<file path="src/rtl/uart_tx_arbiter.sv">
// Round-robin arbiter sharing one UART transmitter between NREQ byte producers.
// Optional packet lock (ReqLast-delimited) enabled by defining UART_ARB_LOCK_EN.
module uart_tx_arbiter #(
    parameter int NREQ        = 4,
    parameter int TIMEOUT_CYC = 65535
) (
    input  logic                Clk,
    input  logic                Rst_n,
    input  logic [NREQ-1:0]     ReqValid,
    input  logic [8*NREQ-1:0]   ReqData,
    input  logic [NREQ-1:0]     ReqLast,
    output logic [NREQ-1:0]     ReqReady,
    output logic [7:0]          TxData,
    output logic                TxEn,
    input  logic                TxDone,
    output logic [NREQ-1:0]     Grant,
    output logic                Busy,
    output logic                Timeout
);

    localparam int          IW       = $clog2(NREQ);
    localparam logic [15:0] CNT_LAST = 16'(TIMEOUT_CYC - 1);

    typedef enum logic {IDLE, WAIT} state_t;

    state_t          state;
    logic [IW-1:0]   ptr;
    logic [IW-1:0]   owner;
    logic [15:0]     cnt;
    logic            lock_held;
    logic [NREQ-1:0] eligible;
    logic            found;
    logic [IW-1:0]   pick;
    logic [NREQ-1:0] pick_oh;
    logic            done;
    logic            expired;
    logic [7:0]      req_bytes [NREQ];

    for (genvar g = 0; g < NREQ; g++) begin : g_bytes
        assign req_bytes[g] = ReqData[8*g +: 8];
    end

`ifdef UART_ARB_LOCK_EN
    logic owner_last;
    // While locked, Grant still holds the owner's one-hot, so it doubles as the eligibility mask.
    assign eligible = lock_held ? (ReqValid & Grant) : ReqValid;
`else
    logic unused_last;
    assign unused_last = ^ReqLast;
    assign eligible    = ReqValid;
`endif

    // Search starts just above the last served requester and wraps.
    always_comb begin
        logic [IW-1:0] idx;
        found = 1'b0;
        pick  = '0;
        idx   = '0;
        for (int i = 1; i <= NREQ; i++) begin
            idx = IW'((int'(ptr) + i) % NREQ);
            if (!found && eligible[idx]) begin
                found = 1'b1;
                pick  = idx;
            end
        end
    end

    assign pick_oh = {{(NREQ-1){1'b0}}, 1'b1} << pick;
    // TxEn is still high on the first WAIT edge; a TxDone there belongs to an older frame.
    assign done    = TxDone && !TxEn;
    assign expired = (cnt == CNT_LAST);
    assign Busy    = (state == WAIT) | lock_held;

    always_ff @(posedge Clk or negedge Rst_n) begin
        if (!Rst_n) begin
            state      <= IDLE;
            ptr        <= IW'(NREQ - 1);
            owner      <= '0;
            cnt        <= '0;
            lock_held  <= 1'b0;
            ReqReady   <= '0;
            TxData     <= 8'h00;
            TxEn       <= 1'b0;
            Grant      <= '0;
            Timeout    <= 1'b0;
`ifdef UART_ARB_LOCK_EN
            owner_last <= 1'b0;
`endif
        end else begin
            // NOTE: pulse outputs default low every edge and are raised only on the edge that needs them.
            ReqReady <= '0;
            TxEn     <= 1'b0;
            Timeout  <= 1'b0;
            case (state)
                IDLE: begin
                    if (found) begin
                        TxData   <= req_bytes[pick];
                        Grant    <= pick_oh;
                        ReqReady <= pick_oh;
                        TxEn     <= 1'b1;
                        cnt      <= '0;
                        owner    <= pick;
                        state    <= WAIT;
`ifdef UART_ARB_LOCK_EN
                        owner_last <= ReqLast[pick];
                        if (!ReqLast[pick]) lock_held <= 1'b1;
`endif
                    end
                end
                WAIT: begin
                    if (done || expired) begin
                        Timeout <= !done;
                        ptr     <= owner;
                        state   <= IDLE;
`ifdef UART_ARB_LOCK_EN
                        if (owner_last) begin
                            Grant     <= '0;
                            lock_held <= 1'b0;
                        end
`else
                        Grant   <= '0;
`endif
                    end else begin
                        cnt <= cnt + 16'd1;
                    end
                end
                default: state <= IDLE;
            endcase
        end
    end

endmodule
</file>
<file path="config.mk">
export PLATFORM = sky130hd
export DESIGN_NAME = uart_tx_arbiter
export DESIGN_NICKNAME = d
export VERILOG_FILES = /design/src/rtl/uart_tx_arbiter.sv
export SDC_FILE = /design/constraint.sdc
export NUM_CORES = 1
export LEC_CHECK = 0
export ABC_AREA = 1
export BUFFER_PORTS_ARGS = -buffer_cell sky130_fd_sc_hd__buf_2
export CAP_MARGIN = 10
export CORE_MARGIN = 2
export CORE_UTILIZATION = 53
export CTS_CLUSTER_DIAMETER = 40
export DETAILED_ROUTE_END_ITERATION = 12
export HOLD_SLACK_MARGIN = 0.02
export MAX_ROUTING_LAYER = met4
export PLACE_DENSITY = 0.8
export SLEW_MARGIN = 20
export SYNTH_ARGS = -nofsm -noshare
export SYNTH_HDL_FRONTEND = slang
export SYNTH_SLANG_ARGS = --single-unit
</file>
<file path="constraint.sdc">
create_clock -name Clk -period 2.2 [get_ports Clk]
set_input_delay 0.33 -clock Clk [delete_from_list [all_inputs] [get_ports Clk]]
set_output_delay 0.33 -clock Clk [all_outputs]
set_load 0.02 [all_outputs]
</file>
==> flow_summary.json, run 1 <==
{
  "outcome": "complete, no violations",
  "cts.sinks": 39,
  "grt_antenna_before_repair": 0,
  "vias_per_cell": 5.253,
  "detailed_place.area_mm2": 0.002775,
  "first_pass_iters": 4,
  "skew_ns": 0.01211,
  "timing.final.crit_share_pct": 93.86,
  "power_frac_clock_pct": 9.6,
  "avgSynthCellArea_um2": 7.031,
  "drcViolationCount": 0,
  "critPathRequiredTime_ns": 2.43,
  "r2r-start": "ptr[0]",
  "ys_ff_latch": 39,
  "cts-root-buf": "clkbuf_8",
  "multiInputGateArea_mm2": 0.001341,
  "whs_ns": 0.1378,
  "power_density_mw_per_mm2": 1594,
  "p_comb_share_pct": 67.9,
  "grt_use_total_pct": 24.62,
  "routabilityCongestion": 0.8928,
  "worstSetupPathType": "reg2reg",
  "startpoint_type": "register",
  "intPower_mw": 2.335,
  "wirelength_mm": 6.053,
  "num-fill-cells": 390,
  "leakage_nw": 1.620,
  "core_mm2": 0.004414,
  "gr-usage-met2_pct": 38.94,
  "grt_max_degree": 40,
  "grt_pass1_vias": 2328,
  "grt.met3_usage_pct": 6.111,
  "syn-cell-area_mm2": 0.002475,
  "drtAntennaViolNets": 0,
  "clk_path_buf_depth": 2,
  "synth_cell_types": 31,
  "die_area_mm2": 0.005232,
  "synth_edf_count": 0,
  "worstMarginPinSlew_ns": 0.8443,
  "grt.busiest_layer": "met2",
  "seqCellArea_um2": 979.7,
  "ys_top_cells_by_count": "133 x nand2_1, 42 x nand3_1, 37 x dfrtp_1",
  "tns_ns": 0,
  "period_needed_ns": 2.065,
  "tritoncts": "yes",
  "final_nets": 466,
  "grt_overflow": 0,
  "area_growth_pct": 21.74,
  "sequentialPowerShare_pct": 22.6,
  "synth_cells": 352,
  "synth_ff_type": "dfrtp_1",
  "dp_hpwl_mm": 4.157,
  "design_area_mm2": 0.003013,
  "async_flop_share_pct": 100.0,
  "r2r_slack_ns": 0.14,
  "hp-class": "in2async",
  "grt_pass1_wl_mm": 10.07,
  "maxSlewHeadroom_pct": 43.71,
  "finalHoldViolations": 0,
  "hold_buffers": 0,
  "drt-wirelength-per-cell_um": 12.77,
  "worstReg2RegEnd": "Grant[0]",
  "critPathArrivalTime_ns": 2.29,
  "final_util_pct": 68.25,
  "synth_area_leader_cell": "dfrtp_1",
  "synth_top_area_share_pct": 37.41,
  "endpoint_kind": "register",
  "setup-violations-final": 0,
  "drt_iter0_markers": 157,
  "synth.most_common_cell": "nand2_1",
  "netSwitchingFraction_pct": 51.39,
  "netlist_top_cells_area": "dfrtp_1 37%, nand2_1 20%, nand3_1 8.5%",
  "die_w_um": 72.34,
  "p_sw_mw": 2.468,
  "portBuffers": 56,
  "cts.clk_slew.worst_paths_ns": 0.07,
  "drive_above_1_share_pct": 26.54,
  "met1_usage_pct": 32.59,
  "numCtsBuffers": 5,
  "ys_seq_area_share_pct": 39.53,
  "p_total_mw": 4.803,
  "dieHeight_um": 72.34,
  "io_pins": 62,
  "start_util_pct": 56.07,
  "ir_worst_vdd_v": 0.0009905,
  "reg2reg_depth": 13,
  "clock_latency_ns": 0.29,
  "syn_nets": 397,
  "antenna-diode-count": 0,
  "finalMaxSlewViolations": 0,
  "rows": 24,
  "fmax_mhz": 484.3,
  "crit_fanout": 6,
  "htreeDepth": 2,
  "cap_violations": 0,
  "num_vias": 2490,
  "ys_warn_count": 1
}
per-layer routing:
metal	part of all wire [%]	up-vias	routed length [µm]
met5	0	-	0
met4	0.84	0	51
met3	6.2	9	375
met2	47	76	2819
met1	46	1144	2806
li1	-	1261	-
power by group through the flow:
stage	clock, mW	combinational (mW)	sequential, mW
floorplan	0	2.08	1.17
finish	0.459	3.26	1.08
CTS	0.469	2.69	1.08
detailed placement	0	2.68	1.09
global placement	0	2.62	1.09
global route	0.499	3.66	1.11
worst max-delay path, stage by stage, from the launching register on:
cell	delay [ns]
dfstp_2	0.63
buf_12	0.13
nand2_1	0.05
nand2_1	0.09
nand2_1	0.06
nand2_1	0.11
nand2_2	0.09
nand2_1	0.13
nand2_2	0.12
nand3_4	0.10
clkbuf_4	0.18
buf_4	0.11
nand2_1	0.06
o21ai_1	0.11
layout make-up:
type / count / area share (%)
Timing Repair inverter: 1 / 0.2492
Timing Repair Buffer: 72 / 13.95
Clock buffer: 8 / 2.658
Multi-Input combinational cell: 272 / 44.52
Tap cell: 52 / 2.159
Sequential cell: 39 / 32.52
Inverter: 30 / 3.945
state kept, by name (all words and copies together), names as in the netlist:
register,cells
TxEn,1
Timeout,1
ReqReady,4
state,1
TxData,8
Grant,4
cnt,16
owner,2
ptr,2
through the flow:
stage | std cells | setup slack (ns)
floorplan | 352 | 0.4162
global placement | 454 | 0.1527
detailed placement | 454 | 0.08630
CTS | 462 | 0.07448
global route | 474 | -0.05461
finish | 474 | 0.1351
cell usage in the layout (no fill, tap or decap):
| master | netlist | layout |
|---|---|---|
| a21oi_1 | 4 | 4 |
| a31oi_1 | 1 | 1 |
| buf_12 | 0 | 1 |
| buf_2 | 6 | 56 |
| buf_4 | 4 | 13 |
| buf_8 | 1 | 1 |
| clkbuf_1 | 0 | 3 |
| clkbuf_4 | 0 | 1 |
| clkbuf_8 | 0 | 5 |
| clkinvlp_4 | 0 | 2 |
| conb_1 | 1 | 1 |
| dfrtp_1 | 37 | 36 |
| dfrtp_2 | 0 | 1 |
| dfstp_2 | 2 | 2 |
| ha_1 | 2 | 2 |
| inv_1 | 26 | 25 |
| inv_2 | 4 | 3 |
| inv_4 | 0 | 1 |
| nand2_1 | 133 | 130 |
| nand2_2 | 14 | 16 |
| nand2_4 | 1 | 2 |
| nand2_8 | 0 | 1 |
| nand3_1 | 42 | 41 |
| nand3_2 | 0 | 1 |
| nand3_4 | 2 | 3 |
| nand3b_1 | 1 | 1 |
| nand4_1 | 7 | 7 |
| nor2_1 | 20 | 20 |
| nor2_2 | 1 | 1 |
| nor2_8 | 1 | 1 |
| nor3_1 | 7 | 7 |
| nor3b_1 | 1 | 1 |
| nor4_1 | 1 | 1 |
| o21ai_0 | 12 | 11 |
| o21ai_1 | 9 | 10 |
| o22ai_1 | 1 | 1 |
| o31ai_1 | 1 | 1 |
| or2_2 | 1 | 1 |
| xor2_1 | 7 | 7 |
how the worst max path moves through the flow:
stage | end | from | cells past startpoint
floorplan | TxData[1] | ptr[0] | 15
global placement | TxData[1] | ptr[0] | 15
detailed placement | TxData[2] | ptr[0] | 15
CTS | TxData[2] | ptr[0] | 15
global route | TxData[1] | ptr[0] | 16
finish | Grant[0] | ptr[0] | 13
cells by family (layout without fill, tap and decap cells):
group,Yosys count,in the layout,synth area share (%)
AOI/OAI and AO/OA,28,28,5.865
xor gates and xnor gates,7,7,2.477
adders and majority gates,2,2,1.011
buffers and inverters,43,111,8.493
DFF,39,39,39.53
other,1,1,0.1515
and+or+nand+nor,232,234,42.47
what timing repair did:
item / CTS / global route
setup buffers: 0 / 9
endpoints found under the setup margin: 0 / 19
gates resized for setup: 0 / 16
Power figures use the tool's default switching activity.
==> run 2: changes to the inputs <==
--- a/config.mk
+++ b/config.mk
@@ -8,13 +8,15 @@
 export ABC_AREA = 1
 export BUFFER_PORTS_ARGS = -buffer_cell sky130_fd_sc_hd__buf_2
 export CAP_MARGIN = 10
+export CELL_PAD_IN_SITES_DETAIL_PLACEMENT = 1
+export CELL_PAD_IN_SITES_GLOBAL_PLACEMENT = 1
 export CORE_MARGIN = 2
-export CORE_UTILIZATION = 53
+export CORE_UTILIZATION = 37
 export CTS_CLUSTER_DIAMETER = 40
 export DETAILED_ROUTE_END_ITERATION = 12
 export HOLD_SLACK_MARGIN = 0.02
 export MAX_ROUTING_LAYER = met4
-export PLACE_DENSITY = 0.8
+export PLACE_DENSITY = 0.85
 export SLEW_MARGIN = 20
 export SYNTH_ARGS = -nofsm -noshare
 export SYNTH_HDL_FRONTEND = slang
==> constraint.sdc (replaced) <==
create_clock -name Clk -period 2.34 [get_ports Clk]
set_input_delay 0.351 -clock Clk [delete_from_list [all_inputs] [get_ports Clk]]
set_output_delay 0.351 -clock Clk [all_outputs]
set_load 0.02 [all_outputs]
==> run 2 against run 1 <==
  * Setup slack improved by 0.12 ns
  * Non-clock buffer count fell by 7
  * Critical path type unchanged
  * Fmax fell by 1.1%
  * Sequential power fell by 8%
  * Clock power rose by 13%
  * Wire length rose by 19%
  * Register-to-register slack improved by 0.12 ns
  * Total power fell by 11%
  * Utilization fell by 22 points
==> flow_summary.json, run 2 (synthesized netlist as in run 1, its figures left out) <==
{
  "critPathRequiredTime_ns": 2.58,
  "grt_pass1_wl_mm": 11.88,
  "dieHeight_um": 85.79,
  "timing.final.crit_share_pct": 89.27,
  "first_pass_iters": 6,
  "worstMarginPinSlew_ns": 0.9071,
  "core_mm2": 0.006422,
  "ir_worst_vdd_v": 0.0007105,
  "dp_hpwl_mm": 5.091,
  "die_area_mm2": 0.007359,
  "cts.clk_slew.worst_paths_ns": 0.09,
  "start_util_pct": 38.53,
  "reg2reg_depth": 15,
  "numCtsBuffers": 5,
  "grt_antenna_before_repair": 0,
  "tns_ns": 0,
  "htreeDepth": 2,
  "setup-violations-final": 0,
  "fmax_mhz": 478.7,
  "drcViolationCount": 0,
  "drtAntennaViolNets": 0,
  "period_needed_ns": 2.089,
  "largest_reg_flops": 16,
  "netSwitchingFraction_pct": 53.27,
  "crit_fanout": 18,
  "drt_iter0_markers": 68,
  "top_regs": "cnt: 16 flops, TxData: 8 flops",
  "grt_use_total_pct": 20.67,
  "finalHoldViolations": 0,
  "cts-root-buf": "clkbuf_8",
  "antenna-diode-count": 0,
  "area_growth_pct": 19.46,
  "p_sw_mw": 2.284,
  "p_total_mw": 4.288,
  "grt_max_degree": 40,
  "worstSetupPathType": "reg2reg",
  "cap_violations": 0,
  "design_area_mm2": 0.002957,
  "leakage_nw": 1.594,
  "outcome": "complete, no violations",
  "clk_path_buf_depth": 2,
  "final_cell_mix": "133 x nand2_1, 56 x buf_2, 42 x nand3_1",
  "power_density_mw_per_mm2": 1450,
  "drive_above_1_share_pct": 23.97,
  "portBuffers": 56,
  "grt_pass1_vias": 2505,
  "final_nets": 457,
  "vias_per_cell": 5.176,
  "sequentialPowerShare_pct": 23.1,
  "hp-class": "in2async",
  "num_vias": 2536,
  "critPathArrivalTime_ns": 2.33,
  "startpoint_type": "register",
  "skew_ns": 0.01305,
  "top_register": "cnt",
  "wirelength_mm": 7.186,
  "maxSlewHeadroom_pct": 39.53,
  "io_pins": 62,
  "detailed_place.area_mm2": 0.002799,
  "intPower_mw": 2.004,
  "clock_latency_ns": 0.30,
  "endpoint_kind": "register",
  "power_frac_clock_pct": 12.1,
  "routabilityCongestion": 0.8735,
  "rows": 29,
  "cts.sinks": 39,
  "p_comb_share_pct": 64.8,
  "die_w_um": 85.79,
  "drt-wirelength-per-cell_um": 14.67,
  "grt_overflow": 0,
  "finalMaxSlewViolations": 0,
  "tritoncts": "yes",
  "layout_commonest_cell": "nand2_1",
  "rsz0062_at_grt": "no"
}
-- run 2: per-stage QoR --
stage               setup WS [ns]  util [%]  hold slack (ns)  cells
floorplan                  0.5562         -          0.05541    352
CTS                        0.1567     45.14           0.2074    486
global placement           0.2476     43.58           0.4608    478
finish                     0.2511     46.04           0.1770    490
detailed placement         0.1638     43.58           0.4621    478
global route              0.03805     46.04           0.2489    490
-- run 2: timing repair --
action	4_1_cts	5_1_grt
endpoints found under the setup margin	0	10
resized for setup	0	2
buffers inserted	0	3
hold buffers	0	0
-- run 2: path summary, 6_finish.rpt --
path                             start   endpoint  slack (ns)
min                              Rst_n     cnt[4]        0.18
min in group Clk           ReqData[20]  TxData[4]        0.44
min reg2reg                  TxData[1]  TxData[1]        0.49
max                             ptr[0]  TxData[5]        0.25
max reg2reg                     ptr[0]  TxData[5]        0.25
max in group asynchronous        Rst_n  TxData[6]        1.59
-- run 2: cell type report --
type                    instances  area, µm²
fillers                       861       3466
multi-input cells             271       1309
flip-flops and latches         39      978.4
repair buffers                 65      360.3
inverters                      30      112.6
clock buffers                   8      100.1
well taps                      77      96.34
-- run 2: metal layers --
layer  routed length [µm]  GRT usage [%]  part of all wire, %
met3                  220          3.176                  3.1
met5                    0              -                    0
met4                   53          4.762                 0.74
met2                 3594          35.72                   50
met1                 3318          25.52                   46
-- run 2: power groups by stage --
stage               Sequential [mW]  Clock (mW)  Combinational (mW)
floorplan                      1.10           0                1.95
global placement               1.01           0                2.51
detailed placement             1.01           0                2.61
CTS                            1.00       0.523                2.64
global route                   1.01       0.545                3.12
finish                        0.990       0.519                2.78
-- run 2: critical path: stages, from the launching register on --
cell     delay (ns)
dfstp_2        0.59
buf_12         0.13
nand2_1        0.05
nand2_1        0.10
nand2_1        0.06
nand2_1        0.10
nand2_1        0.10
nand2_1        0.09
nand2_1        0.06
nand2_2        0.28
nand3_1        0.12
nand2_1        0.10
nand2_1        0.06
nand2_1        0.07
nand2_1        0.05
nand2_1        0.06
==> run 3: changes to the inputs <==
--- a/config.mk
+++ b/config.mk
@@ -12,8 +12,9 @@
 export CELL_PAD_IN_SITES_GLOBAL_PLACEMENT = 1
 export CORE_MARGIN = 2
 export CORE_UTILIZATION = 37
-export CTS_CLUSTER_DIAMETER = 40
+export CTS_CLUSTER_DIAMETER = 120
 export DETAILED_ROUTE_END_ITERATION = 12
+export GPL_TIMING_DRIVEN = 0
 export HOLD_SLACK_MARGIN = 0.02
 export MAX_ROUTING_LAYER = met4
 export PLACE_DENSITY = 0.85
==> run 3 against run 2 <==
  * The run now ends with design-rule violations left
  * Register-to-register slack lost 0.03 ns
  * Sequential share of layout area increased by 0.084 points
  * Clock power fell by 7.1%
  * Critical path type unchanged
  * Largest cell class unchanged
  * Largest power group unchanged
==> flow_summary.json, run 3 (synthesized netlist as in run 1, its figures left out) <==
{
  "skew_ns": 0.009947,
  "design_area_mm2": 0.002949,
  "hold_buffers": 0,
  "critPathArrivalTime_ns": 2.30,
  "critPathMaxStageDelay_ns": 0.55,
  "violations": "design-rule violations",
  "period_needed_ns": 2.114,
  "core_mm2": 0.006422,
  "drt-wirelength-per-cell_um": 14.86,
  "htreeDepth": 2,
  "r2r-start": "ptr[0]",
  "top_register": "cnt",
  "leakage_nw": 1.586,
  "first_pass_iters": 10,
  "num-fill-cells": 895,
  "drcViolationCount": 2,
  "top_regs": "cnt: 16 flops, TxData: 8 flops",
  "layout_commonest_cell": "nand2_1",
  "numCtsBuffers": 5,
  "dieHeight_um": 85.79,
  "drt_iter0_markers": 99,
  "drtAntennaViolNets": 0,
  "die_w_um": 85.79,
  "maxSlewHeadroom_pct": 41.14,
  "tns_ns": 0,
  "critPathRequiredTime_ns": 2.53,
  "cts.clk_slew.worst_paths_ns": 0.09,
  "die_area_mm2": 0.007359,
  "outcome": "finished with violations",
  "portBuffers": 56,
  "worstMarginPinSlew_ns": 0.8829,
  "slowest_stage": "dfstp_2",
  "crit_chain": "buf_4, nand2_1, nand2_1, nand2_1, nand2_1, inv_1, nand3_4, nand3_4, buf_8, nand2_2, nand2_1, nand2_1, nand2_1, nand2_1, nand2_1",
  "num_vias": 2577,
  "setup-violations-final": 0,
  "ir_worst_vdd_v": 0.0005836,
  "finalHoldViolations": 0,
  "cts.sinks": 39,
  "dp_hpwl_mm": 5.450,
  "clock_latency_ns": 0.30,
  "hp-class": "in2async",
  "startpoint_type": "register",
  "dp_slack_ns": 0.2584,
  "grt_overflow": 0,
  "timing.final.crit_share_pct": 90.36,
  "final_cell_mix": "133 x nand2_1, 62 x buf_2, 42 x nand3_1",
  "start_util_pct": 38.53,
  "antenna-diode-count": 0,
  "worstSetupStartpoint": "ptr[0]",
  "grt_pass1_wl_mm": 12.28,
  "cpMostUsedCell": "nand2_1",
  "power_density_mw_per_mm2": 1460,
  "fin_ws_ns": 0.2257,
  "detailed_place.area_mm2": 0.002851,
  "tritoncts": "yes",
  "clk_path_buf_depth": 2,
  "cp_top_family": "simple AND/OR/NAND/NOR gates",
  "largest_reg_flops": 16,
  "grt_max_degree": 40,
  "fmax_mhz": 473.0,
  "cap_violations": 0,
  "drive_above_1_share_pct": 24.76,
  "grt_use_total_pct": 21.40,
  "crit_buf_inv": 3,
  "rsz0062_at_grt": "no",
  "wirelength_mm": 7.325,
  "io_pins": 62,
  "routabilityCongestion": 0.8340,
  "area_growth_pct": 19.16,
  "finalMaxSlewViolations": 0,
  "crit_fanout": 10,
  "endpoint_kind": "register",
  "grt_antenna_before_repair": 0,
  "grt_pass1_vias": 2628,
  "rows": 29,
  "final_nets": 460,
  "cts-root-buf": "clkbuf_8",
  "worstSetupPathType": "reg2reg",
  "vias_per_cell": 5.227
}
-- run 3: changes by cell type in the layout (fill, tap and decap cells not counted), moves of 2 or more --
| cell | before | now |
|---|---|---|
| buf_6 | 0 | 2 |
| buf_2 | 56 | 62 |
| clkbuf_8 | 7 | 5 |
| buf_4 | 8 | 4 |
| clkinvlp_4 | 0 | 2 |
-- run 3: worst reg2reg max path, delay by kind of cell (launching register included) --
family                 cells  cell delay, ns
buffers and inverters      3            0.47
DFF                        1            0.55
and+or+nand+nor           12            0.98
-- run 3: report_power, final --
group	switching, mW	internal [mW]	leakage [nW]	total [mW]
combinational	1.93	0.914	1.03	2.84
sequential	0.112	0.870	0.513	0.981
clock	0.269	0.213	0.0408	0.482
-- run 3: path summary, 6_finish.rpt --
| kind | to | slack [ns] | depth (start not counted) |
|---|---|---|---|
| worst min-delay path | ReqReady[2] | 0.17 | 1 |
| worst min register to register | TxData[7] | 0.49 | 2 |
| worst max register to register | TxData[3] | 0.23 | 15 |
| worst max-delay path | TxData[3] | 0.23 | 15 |
| min in group Clk | Timeout | 0.40 | 4 |
| max in group asynchronous | TxData[7] | 1.62 | 1 |
-- run 3: per-stage QoR --
| stage | utilization [%] | instances | power, mW | hold WS [ns] |
|---|---|---|---|---|
| 4_1_cts | 45.84 | 493 | 4.322 | 0.2000 |
| 3_5_place_dp | 44.40 | 485 | 3.819 | 0.4645 |
| 5_1_grt | 45.92 | 493 | 4.717 | 0.2342 |
| 3_3_place_gp | 44.40 | 485 | 3.704 | 0.4600 |
| 6_report | 45.92 | 493 | 4.306 | 0.1669 |
| 2_1_floorplan | - | 352 | 3.056 | 0.05541 |
-- run 3: cell type report --
cell class / count / area [µm²] / area share [%]
buffer: 13 / 97.59 / 3.309
clock buffer: 5 / 68.82 / 2.333
clock inverter: 3 / 23.77 / 0.8061
inverter: 30 / 112.6 / 3.818
multi-input combinational: 270 / 1291 / 43.78
sequential: 39 / 978.4 / 33.18
tap: 77 / 96.34 / 3.267
timing repair buffer: 56 / 280.3 / 9.504
-- run 3: layer usage --
layer  track usage, %  part of all wire, %
met2            35.23                   49
met5                -                    0
met1            27.78                   45
met4            6.061                  1.8
met3            2.791                  3.6
-- run 3: repair_timing --
action | 4_1_cts | 5_1_grt
resized for setup | 0 | 1
buffers inserted | 0 | 0
endpoints found under the setup margin | 0 | 5
